`config.mk`:
```
export PLATFORM = sky130hd
export DESIGN_NAME = sprite_ram_loader
export DESIGN_NICKNAME = d
export VERILOG_FILES = /design/src/rtl/sprite_ram_loader.sv
export SDC_FILE = /design/constraint.sdc
export NUM_CORES = 1
export LEC_CHECK = 0
export CORE_ASPECT_RATIO = 0.6
export CORE_MARGIN = 2
export CORE_UTILIZATION = 59
export CTS_BUF_LIST = sky130_fd_sc_hd__clkbuf_4 sky130_fd_sc_hd__clkbuf_8
export DETAILED_ROUTE_END_ITERATION = 10
export PLACE_DENSITY = 0.92
export SETUP_SLACK_MARGIN = 0.05
export SLEW_MARGIN = 20
export SYNTH_ARGS = -nofsm -noshare
export SYNTH_HDL_FRONTEND = slang
export SYNTH_SLANG_ARGS = --single-unit
export TNS_END_PERCENT = 50
```
`constraint.sdc`:
```
create_clock -name Clk -period 3.1 [get_ports Clk]
set_clock_uncertainty 0.1 [all_clocks]
set_input_delay 0.31 -clock Clk [delete_from_list [all_inputs] [get_ports Clk]]
set_output_delay 0.31 -clock Clk [all_outputs]
set_load 0.01 [all_outputs]
```
`src/rtl/sprite_ram_loader.sv`:
```
// Framed byte-stream loader for the sprite/map block RAMs: decodes a header
// (target, start address, count) and drives the shared RAM write port.
//
// state   | meaning
// --------+-----------------------------------------------
// ST_IDLE | waiting for SYNC_BYTE, other bytes dropped
// ST_TGT  | expecting TARGET byte
// ST_A2   | expecting ADDR[23:16]
// ST_A1   | expecting ADDR[15:8]
// ST_A0   | expecting ADDR[7:0]
// ST_C2   | expecting COUNT[23:16]
// ST_C1   | expecting COUNT[15:8]
// ST_C0   | expecting COUNT[7:0]
// ST_DATA | payload bytes, one write per transfer
// ST_DONE | one-cycle end-of-frame, din_ready low
module sprite_ram_loader #(
  parameter int          ADDR_W     = 19,
  parameter int          CHAR_DEPTH = 6613,
  parameter int          MAP_DEPTH  = 76801,
  parameter logic [7:0]  SYNC_BYTE  = 8'hA5
) (
  input  logic              Clk,
  input  logic              Reset,
  input  logic [7:0]        din,
  input  logic              din_valid,
  output logic              din_ready,
  output logic [ADDR_W-1:0] wr_addr,
  output logic [7:0]        wr_data,
  output logic              char_we,
  output logic              map_we,
  output logic              busy,
  output logic              done,
  output logic              err
);

  typedef enum logic [3:0] {
    ST_IDLE, ST_TGT, ST_A2, ST_A1, ST_A0, ST_C2, ST_C1, ST_C0, ST_DATA, ST_DONE
  } state_t;

  localparam logic [ADDR_W-1:0] CHAR_LIM = ADDR_W'(CHAR_DEPTH);
  localparam logic [ADDR_W-1:0] MAP_LIM  = ADDR_W'(MAP_DEPTH);

  state_t            state, state_nxt;
  logic [ADDR_W-1:0] ptr, cnt;
  logic [ADDR_W-1:0] ptr_shift, cnt_shift;
  logic              tgt_map, tgt_bad, oob;
  logic              xfer, wr_ok;

  assign din_ready = Reset && (state != ST_DONE);
  assign xfer      = din_valid && din_ready;
  assign busy      = (state != ST_IDLE);
  assign done      = (state == ST_DONE);

  // Header fields are 24 bits on the wire; shifting into ADDR_W bits keeps the low bits.
  assign ptr_shift = {ptr[ADDR_W-9:0], din};
  assign cnt_shift = {cnt[ADDR_W-9:0], din};

  // Once a frame has run past its limit, wrapping back to low addresses must stay disabled.
  assign wr_ok = !tgt_bad && !oob && (ptr < (tgt_map ? MAP_LIM : CHAR_LIM));

  always_ff @(posedge Clk) begin
    if (!Reset) state <= ST_IDLE;
    else        state <= state_nxt;
  end

  always_comb begin
    state_nxt = state;
    if (state == ST_DONE) begin
      state_nxt = ST_IDLE;
    end else if (xfer) begin
      case (state)
        ST_IDLE: if (din == SYNC_BYTE) state_nxt = ST_TGT;
        ST_TGT:  state_nxt = ST_A2;
        ST_A2:   state_nxt = ST_A1;
        ST_A1:   state_nxt = ST_A0;
        ST_A0:   state_nxt = ST_C2;
        ST_C2:   state_nxt = ST_C1;
        ST_C1:   state_nxt = ST_C0;
        ST_C0:   state_nxt = (cnt_shift == '0) ? ST_DONE : ST_DATA;
        ST_DATA: if (cnt == ADDR_W'(1)) state_nxt = ST_DONE;
        default: state_nxt = ST_IDLE;
      endcase
    end
  end

  always_ff @(posedge Clk) begin
    if (!Reset) begin
      ptr     <= '0;
      cnt     <= '0;
      tgt_map <= 1'b0;
      tgt_bad <= 1'b0;
      oob     <= 1'b0;
      err     <= 1'b0;
      wr_addr <= '0;
      wr_data <= '0;
      char_we <= 1'b0;
      map_we  <= 1'b0;
    end else begin
      char_we <= 1'b0;
      map_we  <= 1'b0;
      if (xfer) begin
        case (state)
          ST_IDLE: begin
            if (din == SYNC_BYTE) begin
              err <= 1'b0;
              oob <= 1'b0;
              ptr <= '0;
              cnt <= '0;
            end
          end
          ST_TGT: begin
            tgt_map <= (din == 8'd1);
            tgt_bad <= (din > 8'd1);
            if (din > 8'd1) err <= 1'b1;
          end
          ST_A2, ST_A1, ST_A0: ptr <= ptr_shift;
          ST_C2, ST_C1, ST_C0: cnt <= cnt_shift;
          ST_DATA: begin
            cnt     <= cnt - ADDR_W'(1);
            ptr     <= ptr + ADDR_W'(1);
            wr_addr <= ptr;
            wr_data <= din;
            if (wr_ok) begin
              char_we <= !tgt_map;
              map_we  <= tgt_map;
            end else begin
              err <= 1'b1;
              oob <= 1'b1;
            end
          end
          default: ;
        endcase
      end
    end
  end

endmodule

```
; Word level (Yosys, flattened, before mapping)
; Index checks and enable logic that the tools add are counted.
[op_classes]
bitwise_logic = 1
n_addsub = 2
reduce_logical = 25
muxes = 13
n_eq_ne = 17
order_cmp = 2
[op_table]
columns = cell, count
row1 = $pmux 19 s3, 2
row2 = $pmux 4 s9, 1
row3 = $add 19x1->19 const B, 1
row4 = $eq 19x1->1 const B, 1
row5 = $logic_not 19->1, 1
row6 = $lt 19x17->1, 1
row7 = $mux 19, 1
row8 = $sub 19x1->19 const B, 1
row9 = $mux 17, 1
row10 = $eq 4x3->1 const B, 4
row11 = $reduce_and 3->1, 3
row12 = $reduce_bool 3->1, 3
row13 = $eq 4x2->1 const B, 2
row14 = $eq 4x4->1 const B, 2
row15 = $eq 8x1->1 const B, 1
row16 = $eq 8x8->1 const B, 1
row17 = $gt 8x1->1 const B, 1
row18 = $mux 4, 2
row19 = $ne 2x2->1 const B, 4
row20 = $reduce_and 4->1, 2
row21 = $reduce_or 3->1, 2
row22 = $reduce_and 5->1, 1
row23 = $eq 4x1->1 const B, 1
row24 = $logic_and 1x1->1, 4
row25 = 11 further kinds, 17
[totals]
inputBits = 11
wordCells = 71
regBits = 75

; Depth between registers and ports, before layout
[depth]
word_depth = 5
ltp_mapped = 8
mapped_depth_nobuf = 7

; Worst setup path before layout
; Ideal clock, no wire load.
[synth_path]
kind = register -> register
from = reg state[2]
to = reg cnt[18]
slack_ns = 0.892
arrival_ns = 2.029
synth_period_minus_slack_ns = 2.208
required_ns = 2.921
path_stages_with_launch = 7
path_buffers = 2
cell_sequence = dfxtp_1 -> buf_6 -> or4b_4 -> or3_1 -> buf_2 -> or4_1 -> o211ai_1
[synth_between]
elab_chain_cells = 4
word_cells_on_any_way = 13
[synth_rtl]
columns = item, line
row1 = start: declaration, 43  ; state_t state, state_nxt;
row2 = start signal: assignment, 63  ; else state <= state_nxt;
row3 = $eq 4x3->1 or $ne 4x4->1 (tied branches), "102, 49"
row4 = $reduce_or 3->1 or $logic_and 1x1->1 (tied branches), "102, 49"
row5 = $reduce_bool 3->1 (no source line) or $logic_and 1x1->1 (tied branches), -
row6 = $reduce_and 3->1 (no source line), -
row7 = end signal: assignment, 117  ; ST_C2, ST_C1, ST_C0: cnt <= cnt_shift;
row8 = end signal: assignment, 119  ; cnt <= cnt - ADDR_W'(1);
row9 = end: declaration, 44  ; logic [ADDR_W-1:0] ptr, cnt;
; Several ways; a longest one is shown, not always the timed one.
; A chain may end at the register's enable or synchronous reset.

; Final worst setup path
[layout_path]
from = reg tgt_map
to = reg char_we
[layout_between]
elab_chain_cells = 4
word_cells_on_any_way = 5
[layout_rtl]
columns = item, line
row1 = start: declaration, 46  ; logic tgt_map, tgt_bad, oob;
row2 = start signal: assignment, 112  ; tgt_map <= (din == 8'd1);
row3 = $mux 17, 59  ; assign wr_ok = !tgt_bad && !oob && (ptr < (tgt_map ? MAP_LIM : CHAR_LIM));
row4 = $lt 19x17->1, 59
row5 = $logic_and 1x1->1, 59
row6 = $reduce_and 4->1 (no source line), -
row7 = end signal: assignment, 124  ; char_we <= !tgt_map;
row8 = end: declaration, 29  ; output logic char_we,
; Several ways; a longest one is shown, not always the timed one.

==> results.md <==
* Area of the multi-input gates at 0.00235 mm2
* Core area at between 0.006 and 0.007 mm2
* Ports at 44
* First-pass GRT wire length at 20400 um
* Comb power frac at 3.2%
* Fin area at 0.00478 mm2
* Worst Setup Start Kind: flip-flop
* Fmax at 353 MHz
* Post-synth EDFFs at 0
* DR iter-0 viols at 871
* Crit path required time at 3.20 ns
* Synth Cell Area at 0.00404 mm2
* Highest Signal Layer: met4
* Hold crit path type: reg -> reg
* Die Wd at about 110 um
* Clk buf depth at 2
* Max Fanout on Critical Path at 9
* Power Density at 394 mW/mm2
* Vias in the first global route at just over 4000
* DR vias at 4471
* Dominant synthesized flop cell: dfxtp_1
* Yosys warns at 0
* GPL Wtd Cong at 1.01
* Setup TNS at 0 ns
* Overflow after GRT at 0
* Total Power at 1.88 mW
* Synth cell types at 61
* Most common cell after layout, fill and taps aside: nand2_1
* Total track usage at 34.9%
* Setup bufs post-CTS at 0
* WL/cell at 20.2 um
* Most frequent cells in the layout: 86 x nand2_1, 75 x dfxtp_1, 55 x a21oi_1
* Register Area at 0.00150 mm2
* NetSw at 0.425 mW
* Period Utilization, post-route at between 90% and 100%
* Seq/Total Area, Yosys at 37.1%
* Vias per cell at 6.95
* Met1 Routed Length at 5280 um
* Yosys reg bits at 75
* Antenna-violating nets left at 0
* DR WL met2 at 5130 um
* Chip height at slightly below 70 um
* Final #Nets at 575
* Internal power at 1.46 mW
* Rows at 23
* Outcome: finished clean
* Largest net degree at the start of global routing at 42
* Minimum clock period at 2.83 ns
* DP Wirelength at 8910 um
* Wire length on met3 at about 2200 um
* Clk sinks at 75
* Post-Syn Nets at 543
* Worst-Skew Late Latency at 0.36 ns
* Share of cells above drive strength 1 at roughly 7.6%
* Ant. Diodes at 0
* Final setup fails at 0
* Clk pin slew, worst setup/hold paths at 0.08 ns
* Placed instance area at 0.00456 mm2
* CP endpoint kind: flip-flop
* Number of buffers created by CTS at 9
* Lkg Pwr at around 1.6 nW
* IO buf count at between 40 and 50
* Reg power frac at around half
* Syn_area_per_cell at 7.79 um2
* DIE AREA at 0.00755 mm2
* H-tree levels at 3
* Area Overhead vs Synth at 18.3%
* Clock share of power at 45.6%
* Initial core utilization at 60.8%
* R2R depth at 6
* Hold_buf cts at 0
* RSZ-0062 raised after global routing: no
* Worst Tran Pin Value at 1.16 ns
* TritonCTS clock tree: yes
* Max-slew violation count at 0
* Wirelength, routed at 13000 um
* Mapped Cells at 519
* FILL cells at 517
* Initial antenna violation count at 0
* Post-CTS sizing at 0
* CP arrival at 2.93 ns
* Root Driver: clkbuf_8
* Setup Crit Path Kind: reg -> reg
* Slew HR at 22.2%
* Max-cap violations at 0
* Sw Ratio at 22.6%
* Async set-reset flop share out of synthesis at 0%
* Drt drc at 0
* Drt first pass iters at 8
* Hold path cells at 2
* Largest vdd supply drop at 0.319 mV
* Final Hold Viols at 0
[per-layer routing]
layer  up-vias  track usage [%]
li1       1983                -
met1      2015             47.0
met2       410             50.5
met3        63             15.0
met4         0             12.0
met5         -                0
[cell type report]
cell class                 instances  share of cell area, %
multi-input combinational        395                   49.2
timing repair buffer              59                   11.5
clock inverter                     6                   1.86
sequential                        75                   31.4
tap                               87                   2.28
inverter                          11                  0.863
clock buffer                      10                   2.88
[sequential cells by signal, summed over array words and instances, names as in the netlist]
register,count
cnt,19
ptr,19
wr_addr,19
wr_data,8
state,4
char_we,1
err,1
map_we,1
oob,1
tgt_bad,1
tgt_map,1
[synth_stat cells (3+ instances only)]
cell type | count | area share, %
a211oi_1 | 4 | 0.74
a221oi_1 | 3 | 0.65
o211ai_1 | 7 | 1.3
dfxtp_1 | 75 | 37
clkbuf_1 | 29 | 2.7
nand4_1 | 6 | 0.93
a32o_1 | 10 | 2.5
xor2_1 | 4 | 0.87
buf_2 | 5 | 0.62
nor3_1 | 21 | 2.6
nand2_1 | 86 | 8.0
nor2_1 | 32 | 3.0
nor4_1 | 12 | 1.9
or4_1 | 5 | 0.93
o31a_1 | 6 | 1.3
a21oi_1 | 55 | 6.8
a22o_1 | 4 | 0.87
o31ai_1 | 4 | 0.74
o21ai_0 | 28 | 3.5
o21a_1 | 6 | 1.1
ha_1 | 13 | 4.0
a22oi_1 | 8 | 1.5
nand3_1 | 14 | 1.7
o22ai_1 | 7 | 1.1
or3_1 | 5 | 0.77
inv_1 | 10 | 0.93
a211o_1 | 3 | 0.65
a31oi_1 | 3 | 0.46
nand2b_1 | 5 | 0.77
a21o_1 | 3 | 0.56
buf_1 | 3 | 0.28
o2bb2ai_1 | 5 | 1.1
[logic make-up (layout without fill, tap and decap cells)]
kind of cell / Yosys count / count (layout) / share of synthesized area, %
multiplexers: 1 / 1 / 0.248
XOR/XNOR: 6 / 6 / 1.30
buffers and inverters: 49 / 86 / 4.89
AO/OA/AOI/OAI: 173 / 173 / 28.5
flip-flops: 75 / 75 / 37.1
AND/OR/NAND/NOR: 202 / 202 / 23.9
adder cells (fa/ha/maj): 13 / 13 / 4.02
[worst paths after layout]
path	from	slack, ns	endpoint
worst min register to register	wr_data[6]$_SDFFE_PN0P_	0.36	wr_data[6]$_SDFFE_PN0P_
worst min-delay path	wr_data[6]$_SDFFE_PN0P_	0.36	wr_data[6]$_SDFFE_PN0P_
worst max-delay path	tgt_map$_SDFFE_PN0P_	0.27	char_we$_SDFF_PN0_
worst max register to register	tgt_map$_SDFFE_PN0P_	0.27	char_we$_SDFF_PN0_
[critical path: stages (launching register included)]
cell	delay [ns]
dfxtp_1	0.56
inv_1	0.17
ha_1	0.32
a2111o_1	0.41
a211oi_1	0.27
o21ai_0	0.27
nor4_1	0.56
[metrics by stage]
stage                     cells  hold slack (ns)  utilization (%)  worst slack (ns)
final                       643            0.356             72.0             0.271
after floorplan             519            0.332                -             0.892
after CTS                   643            0.359             72.0             0.444
after global routing        643            0.376             72.0             0.152
after detailed placement    627            0.346             68.5             0.202
after global placement      627            0.342             68.5             0.340
[power groups by stage]
| stage | Combinational [mW] | Sequential [mW] | Clock, mW |
|---|---|---|---|
| after global placement | 0.0552 | 0.986 | 0 |
| after detailed placement | 0.0565 | 0.986 | 0 |
| final | 0.0609 | 0.963 | 0.860 |
| after global routing | 0.0623 | 0.963 | 0.894 |
| after CTS | 0.0568 | 0.963 | 0.859 |
| after floorplan | 0.0217 | 0.985 | 0 |
(Power assumes the default switching activity.)
